--- src/rtl/status_cond_unit_pkg.sv ---
// Shared ARM definitions: cond codes, NZCV bit positions, flag struct and
// EXE_CMD encodings used by the ALU, the ID stage and the EXE status unit.
package status_cond_unit_pkg;

  // Condition field encodings
  localparam logic [3:0] COND_EQ = 4'b0000;
  localparam logic [3:0] COND_NE = 4'b0001;
  localparam logic [3:0] COND_CS = 4'b0010;
  localparam logic [3:0] COND_CC = 4'b0011;
  localparam logic [3:0] COND_MI = 4'b0100;
  localparam logic [3:0] COND_PL = 4'b0101;
  localparam logic [3:0] COND_VS = 4'b0110;
  localparam logic [3:0] COND_VC = 4'b0111;
  localparam logic [3:0] COND_HI = 4'b1000;
  localparam logic [3:0] COND_LS = 4'b1001;
  localparam logic [3:0] COND_GE = 4'b1010;
  localparam logic [3:0] COND_LT = 4'b1011;
  localparam logic [3:0] COND_GT = 4'b1100;
  localparam logic [3:0] COND_LE = 4'b1101;
  localparam logic [3:0] COND_AL = 4'b1110;
  localparam logic [3:0] COND_NV = 4'b1111;

  // Bit positions inside a {N,Z,C,V} nibble
  localparam int N_BIT = 3;
  localparam int Z_BIT = 2;
  localparam int C_BIT = 1;
  localparam int V_BIT = 0;

  // Named view of the flag nibble; field order matches the bit indices above
  typedef struct packed {
    logic n;
    logic z;
    logic c;
    logic v;
  } nzcv_t;

  // EXE_CMD encodings shared with the ALU
  localparam logic [3:0] EXE_MOV = 4'b0001;
  localparam logic [3:0] EXE_MVN = 4'b1001;
  localparam logic [3:0] EXE_ADD = 4'b0010;
  localparam logic [3:0] EXE_ADC = 4'b0011;
  localparam logic [3:0] EXE_SUB = 4'b0100;
  localparam logic [3:0] EXE_SBC = 4'b0101;
  localparam logic [3:0] EXE_AND = 4'b0110;
  localparam logic [3:0] EXE_ORR = 4'b0111;
  localparam logic [3:0] EXE_EOR = 4'b1000;
  localparam logic [3:0] EXE_CMP = 4'b0100;
  localparam logic [3:0] EXE_TST = 4'b0110;
  localparam logic [3:0] EXE_LDR = 4'b0010;
  localparam logic [3:0] EXE_STR = 4'b0010;

endpackage

--- src/rtl/status_cond_unit_cond_check.sv ---
// ARM condition evaluator: decides from a cond field and a flag nibble whether
// the instruction executes. Purely combinational so the ID stage can reuse it.
module cond_check
  import status_cond_unit_pkg::*;
(
  input  logic [3:0] cond,
  input  logic [3:0] flags,
  output logic       pass
);

  nzcv_t f;
  assign f = flags;

  // Full decode; NV and any unknown cond fall to pass=0
  always_comb begin
    pass = 1'b0;
    case (cond)
      COND_EQ: pass = f.z;
      COND_NE: pass = ~f.z;
      COND_CS: pass = f.c;
      COND_CC: pass = ~f.c;
      COND_MI: pass = f.n;
      COND_PL: pass = ~f.n;
      COND_VS: pass = f.v;
      COND_VC: pass = ~f.v;
      COND_HI: pass = f.c & ~f.z;
      COND_LS: pass = ~f.c | f.z;
      COND_GE: pass = (f.n == f.v);
      COND_LT: pass = (f.n != f.v);
      COND_GT: pass = ~f.z & (f.n == f.v);
      COND_LE: pass = f.z | (f.n != f.v);
      COND_AL: pass = 1'b1;
      COND_NV: pass = 1'b0;
      default: pass = 1'b0;
    endcase
  end

endmodule

--- src/rtl/status_cond_unit.sv ---
// EXE-stage status register with condition evaluation. Holds {N,Z,C,V},
// returns the registered carry to the ALU, and counts committed flag writes.
module status_cond_unit
  import status_cond_unit_pkg::*;
#(
  parameter int BYPASS = 1,
  parameter int CNT_W  = 16
) (
  input  logic             clk,
  input  logic             rst,
  input  logic             S,
  input  logic             freeze,
  input  logic             flush,
  input  logic [3:0]       Status_bit,
  input  logic [3:0]       cond,
  output logic [3:0]       SR,
  output logic             C,
  output logic             cond_pass,
  output logic [CNT_W-1:0] upd_cnt
);

  logic       we;
  logic [3:0] flags;

  assign we = S & ~freeze & ~flush;

  // Flag register and saturating write counter; reset wins over a pending write
  always_ff @(posedge clk) begin
    if (rst) begin
      SR      <= 4'b0000;
      upd_cnt <= '0;
    end else if (we) begin
      SR      <= Status_bit;
      upd_cnt <= (&upd_cnt) ? upd_cnt : upd_cnt + CNT_W'(1);
    end
  end

  // Carry back to the ALU is registered only: Status_bit depends on C,
  // so bypassing it here would close a combinational loop.
  assign C = SR[C_BIT];

  // Evaluation flags: optionally see this cycle's write with zero latency
  always_comb begin
    flags = SR;
    if (BYPASS != 0 && we) flags = Status_bit;
  end

  cond_check u_cond_check (
    .cond  (cond),
    .flags (flags),
    .pass  (cond_pass)
  );

endmodule

--- config.mk ---
export PLATFORM = sky130hd
export DESIGN_NAME = status_cond_unit
export DESIGN_NICKNAME = d
export VERILOG_FILES = /design/src/rtl/status_cond_unit_pkg.sv /design/src/rtl/status_cond_unit_cond_check.sv /design/src/rtl/status_cond_unit.sv
export SDC_FILE = /design/constraint.sdc
export NUM_CORES = 1
export LEC_CHECK = 0
export CORE_ASPECT_RATIO = 1.75
export CORE_MARGIN = 2
export CORE_UTILIZATION = 49
export CTS_CLUSTER_SIZE = 40
export DETAILED_ROUTE_END_ITERATION = 10
export PLACE_DENSITY = 0.83
export SYNTH_ARGS = -nofsm -noshare
export SYNTH_HDL_FRONTEND = slang
export SYNTH_HIERARCHICAL = 1
export SYNTH_SLANG_ARGS = --single-unit
export TNS_END_PERCENT = 30
--- constraint.sdc ---
create_clock -name clk -period 6.6 [get_ports clk]
set_input_delay 1.98 -clock clk [delete_from_list [all_inputs] [get_ports clk]]
set_output_delay 1.98 -clock clk [all_outputs]
set_load 0.01 [all_outputs]
==> results of run 1 <==
==> through the flow <==
stage | cell area, µm² | hold slack [ns]
6_report | 1589 | 0.5251
5_1_grt | 1589 | 0.5438
4_1_cts | 1572 | 0.5165
3_5_place_dp | 1516 | 0.5016
3_3_place_gp | 1516 | 0.4887
2_1_floorplan | 1151 | 0.5147
==> synthesized netlist by cell type (all sizes together) (2+ instances only) <==
library cell,number,area [µm²]
a211oi,2,15.01
a21oi,14,70.07
a311oi,3,26.28
and3,3,18.77
buf,3,20.01
clkbuf,4,16.26
dfxtp,20,400.4
inv,3,11.26
mux2,2,22.52
mux2i,2,20.02
nand2,17,63.81
nand2b,3,18.77
nand3,5,25.02
nand4,5,31.28
nor2,10,37.54
nor2b,7,43.79
nor3,4,20.02
nor4,3,18.77
o21ai,5,25.02
o31ai,4,30.03
or3,5,31.28
or4,4,30.03
xor2,3,26.28
==> registers in the layout, summed over array words and instances, names as in the netlist <==
name / count
SR: 4
upd_cnt: 16
==> how the worst max path moves through the flow <==
stage	endpoint	startpoint	depth (start not counted)
floorplan	cond_pass	freeze	9
global placement	cond_pass	freeze	11
detailed placement	cond_pass	freeze	11
CTS	cond_pass	S	11
global route	cond_pass	S	11
finish	cond_pass	S	11
==> kinds of logic (layout without fill, tap and decap cells) <==
logic type	after synthesis	after routing	synth area share
DFF	20	20	0.3478
and+or+nand+nor	71	71	0.3370
buffers and inverters	10	45	0.04129
xor gates and xnor gates	4	4	0.03044
AOI/OAI and AO/OA	35	35	0.1957
adders and majority gates	1	1	0.01087
muxes	4	4	0.03696
==> per-layer routing <==
layer,vias to the layer above,wire (µm),GRT usage
met1,601,1205,0.2597
met3,17,184,0.06494
met4,0,154,0.1500
met2,61,1724,0.4683
met5,-,0,0
li1,613,-,-
==> power by group through the flow <==
stage	combinational (µW)	sequential (µW)	clock, µW
5_1_grt	38.5	123	101
3_5_place_dp	34.4	126	0
3_3_place_gp	33.1	126	0
4_1_cts	34.5	123	94.8
6_report	36.0	123	94.1
2_1_floorplan	16.6	126	0
==> worst register-to-register path: stages (launching register included) <==
cell and delay, ns:
dfxtp_1 0.42, ha_1 0.35, nand4_1 0.23, nor4_1 0.77
nor2_1 0.22, mux2_2 0.32
==> timing repair <==
item / 4_1_cts / 5_1_grt
resized for setup: 0 / 4
setup endpoints to repair: 0 / 1
hold buffers: 0 / 0
==> layout make-up <==
cell class / instances / area, µm² / area share
Multi-Input combinational cell: 115 / 718.2 / 0.4520
Clock buffer: 4 / 55.05 / 0.03465
Timing Repair Buffer: 38 / 372.9 / 0.2346
Sequential cell: 20 / 400.4 / 0.2520
Tap cell: 25 / 31.28 / 0.01969
Inverter: 3 / 11.26 / 0.007087
==> reports/summary.txt, run 1 <==
Power per Cell Area: 159.2 nW/µm²
GR Overflow Total: 0
CTS root buf: clkbuf_8
Final hold violation count: 0
Slowest CP cell: clkdlybuf4s50_1
Fill cells: 192
Cells after synthesis: 145
Worst r2r src: upd_cnt[0]
Dpl cells: 201
Detailed Route Iter0 Violations: 66
Final Util: 0.6990
Least-Margin Pin Slew: 0.8174 ns
Largest net degree at the start of global routing: 24
Area delta synth->final: 38.04%
#FFs+latches synth: 20
Max-slew violations: 0
Worst r2r dst: upd_cnt[0]
Share of cells above drive strength 1: 0.07778
DRT Pass-1 Iters: 4
DRC: 0
Synth Net Count: 159
Worst slew margin: 0.4500
Commonest non-fill, non-tap cell in the layout: clkdlybuf4s50_1
Die span in y: 68.12 µm
DR WL/cell: 15.94 µm
CP Cell Sequence: clkdlybuf4s50_1 -> nor3b_2 -> buf_4 -> nand2_1 -> nand2_1 -> nor2b_1 -> a211oi_1 -> a2111oi_2 -> a311oi_1 -> o22ai_1 -> dlymetal6s2s_1
Avg Cell Area, Syn: 7.939 µm²
Final setup slack of the worst path: 0.3789 ns
VDD IR max: 0.1361 mV
Clock transition at the registers of the reported paths: 0.07 ns
Most frequent CP cell: nand2_1
P_leak: 0.0005403 µW
Total clock sinks: 20
Clock Skew: 0.005568 ns
Crit-path max cell delay: 0.47 ns
ANT nets after route: 0
Starting Density: 0.5063
H-Tree Depth: 1
Syn Std Cell Area: 1151 µm²
Async SR Flop Fraction: 0
Final setup viols: 0
Int Power: 194.0 µW
Most frequent cells in the layout: clkdlybuf4s50_1 (33), dfxtp_1 (20), nand2_1 (17)
Switching Share: 0.2333
Hold Path Sink: upd_cnt[11]
Total die area: 2768 µm²
Layout Nets: 195
Post-synthesis cell type count: 39
Detail Placement HPWL: 2.382 mm
Worst R2R Path Depth: 5
Core Region: 2273 µm²
Setup slack, reg-to-reg: 4.19 ns
Hold depth: 2
Hold/Removal Path Class: flip-flop to flip-flop
Hold Crit Start: upd_cnt[11]
Crit. End Element: primary output
Setup crit start kind: input pin
Layout Cells excl Fill: 205
Post-CTS Setup Repair Bufs: 0
Initial antenna violation count: 0
CP delay by family, top: buffers and inverters
TritonCTS buffer count: 3
Antenna diodes: 0
Setup TNS: 0 ns
RSZ-0062 raised after global routing: no
Tot Pwr: 253.0 µW
TritonCTS clock tree: yes
CP arrival: 4.24 ns
Share of power burned in registers: 0.486
WP data required: 4.62 ns
Io pins: 35
First-pass GRT wire length: 5.147 mm
Most used flip-flop cell after synthesis: dfxtp_1
Aggregate global-route resource usage: 0.2650
Fmax: 160.7 MHz
Sw power: 59.02 µW
Buf/Inv on CP: 3
Post-Route WL: 3.268 mm
Place WS: 0.004027 ns
Clk_lat worst skew: 0.26 ns
Crit path kind: input pin to primary output
Yosys warns: 6
Tcrit/Tclk final: 0.9426
Status: finished, final reports clean
CP max FO: 6
Clk buf depth: 2
Sequential fraction of the synthesis area: 0.3478
Port Buffers: 34
Min Tclk post-route: 6.221 ns
Die X: 40.64 µm
Max cap viols: 0
EDFF count, synth: 0
DR vias/cell: 6.302
Combinational Power Share: 0.142
Routed vias: 1292
Part of the power in the clock network: 0.372
Gp weighted congestion: 0.8329
Number of global-route vias before repair: 1219
Core Rows: 23
Power figures use the tool's default switching activity.
==> run 2, diff against run 1 <==
SLEW_MARGIN = 40   (was not set)
==> results of run 2 <==
No change in the layout: final DEF, timing and power equal those of run 1.
==> run 3, diff against run 2 <==
REMOVE_ABC_BUFFERS = 1   (was not set)
==> reports/summary.txt, run 3 (synthesized netlist as in run 1, its figures left out) <==
Status: finished, final reports clean
Hold depth: 2
Clk buf depth: 2
Crit path kind: input pin to primary output
RSZ-0062 raised after global routing: no
Post-CTS Setup Repair Bufs: 0
TritonCTS clock tree: yes
Clock Skew: 0.005204 ns
Most frequent cells in the layout: clkdlybuf4s50_1 (33), dfxtp_1 (20), nand2_1 (17)
Number of global-route vias before repair: 1199
Worst r2r src: upd_cnt[0]
Clk_lat worst skew: 0.27 ns
Power per Cell Area: 159.6 nW/µm²
Post-Route WL: 3.023 mm
Max-slew violations: 0
Min Tclk post-route: 6.188 ns
Placed cell areas: 1509 µm²
First-pass GRT wire length: 4.843 mm
Detailed Route Iter0 Violations: 34
GR Overflow Total: 0
DR WL/cell: 14.82 µm
Hold/Removal Path Class: flip-flop to flip-flop
Worst hold slack: 0.5241 ns
Gp weighted congestion: 0.7749
P_leak: 0.0005348 µW
Final hold violation count: 0
Final setup viols: 0
Max FFs per register: 16
Tcrit/Tclk final: 0.9375
Core Rows: 23
Setup slack, reg-to-reg: 4.45 ns
Area delta synth->final: 36.85%
Top Registers: upd_cnt (16), SR (4)
Hold Path Sink: upd_cnt[8]
Starting Density: 0.5063
H-Tree Depth: 1
Commonest non-fill, non-tap cell in the layout: clkdlybuf4s50_1
Most flops, register: upd_cnt
CTS root buf: clkbuf_8
CP max FO: 3
Worst slew margin: 0.4773
Antenna diodes: 0
Io pins: 35
Worst R2R Path Depth: 5
Port Buffers: 34
Total die area: 2768 µm²
Detail Placement HPWL: 2.165 mm
Cell area after layout: 1575 µm²
Setup TNS: 0 ns
Aggregate global-route resource usage: 0.2468
Total clock sinks: 20
Hold Crit Start: upd_cnt[8]
Max cap viols: 0
Die span in y: 68.12 µm
Clock transition at the registers of the reported paths: 0.08 ns
ANT nets after route: 0
WP data required: 4.62 ns
VDD IR max: 0.1024 mV
Initial antenna violation count: 0
Layout Nets: 194
CP arrival: 4.21 ns
Share of cells above drive strength 1: 0.06704
Final Util: 0.6929
Worst r2r dst: upd_cnt[0]
Setup crit start kind: input pin
Die X: 40.64 µm
Crit. End Element: primary output
DR vias/cell: 6.113
Fmax: 161.6 MHz
DRC: 0
Core Region: 2273 µm²
TritonCTS buffer count: 3
Routed vias: 1247
Least-Margin Pin Slew: 0.7815 ns
DRT Pass-1 Iters: 4
Largest net degree at the start of global routing: 24
## run 3: changes by cell type in the layout (fill, tap and decap cells not counted), sizes merged
cell	previous run	this run
buf	4	3
## run 3: repair_timing
item                                   in CTS  in global routing
endpoints found under the hold margin       0                  0
gates resized for setup                     0                  2
setup endpoints to repair                   0                  1
hold buffers                                0                  0
## run 3: critical path: stages
cell and delay [ns]:
clkdlybuf4s50_1 0.47, or3b_1 0.39, nand2_1 0.09, nand2_1 0.09
xor2_1 0.29, xor2_1 0.12, a2111oi_1 0.39, a311oi_1 0.08
o22ai_1 0.13, dlymetal6s2s_1 0.18
## run 3: layout make-up
cell class                      instances  area (µm²)
Clock buffer                            4       55.05
Tap cell                               25       31.28
Fill cell                             185       698.2
Sequential cell                        20       400.4
Inverter                                3       11.26
Timing Repair Buffer                   37       365.4
Multi-Input combinational cell        115       711.9
## run 3: through the flow
step / std cells / setup slack, ns / total power, µW
2_1_floorplan: 138 / 1.018 / 139.3
3_3_place_gp: 200 / 0.1219 / 157.7
3_5_place_dp: 200 / 0.02085 / 158.6
4_1_cts: 204 / 0.004442 / 251.3
5_1_grt: 204 / 0.2192 / 258.5
6_report: 204 / 0.4124 / 251.4
## run 3: report_power, final
part | leakage (µW) | switching [µW] | total [µW] | internal, µW
clock | 0.0000288 | 42.5 | 95.7 | 53.2
sequential | 0.000161 | 1.08 | 123 | 122
combinational | 0.000345 | 15.1 | 32.9 | 17.8
## run 3: how the worst max path moves through the flow
stage	start	end	slack, ns	cells past startpoint
after floorplan	freeze	cond_pass	1.02	8
after global placement	freeze	cond_pass	0.12	10
after detailed placement	S	cond_pass	0.02	11
after CTS	S	cond_pass	0.004	11
after global routing	freeze	cond_pass	0.22	11
final	S	cond_pass	0.41	10
## run 3: metal layers
| metal | wire (µm) | track usage |
|---|---|---|
| met1 | 1128 | 0.2256 |
| met2 | 1675 | 0.4722 |
| met3 | 115 | 0.01948 |
| met4 | 103 | 0.1500 |
| met5 | 0 | 0 |
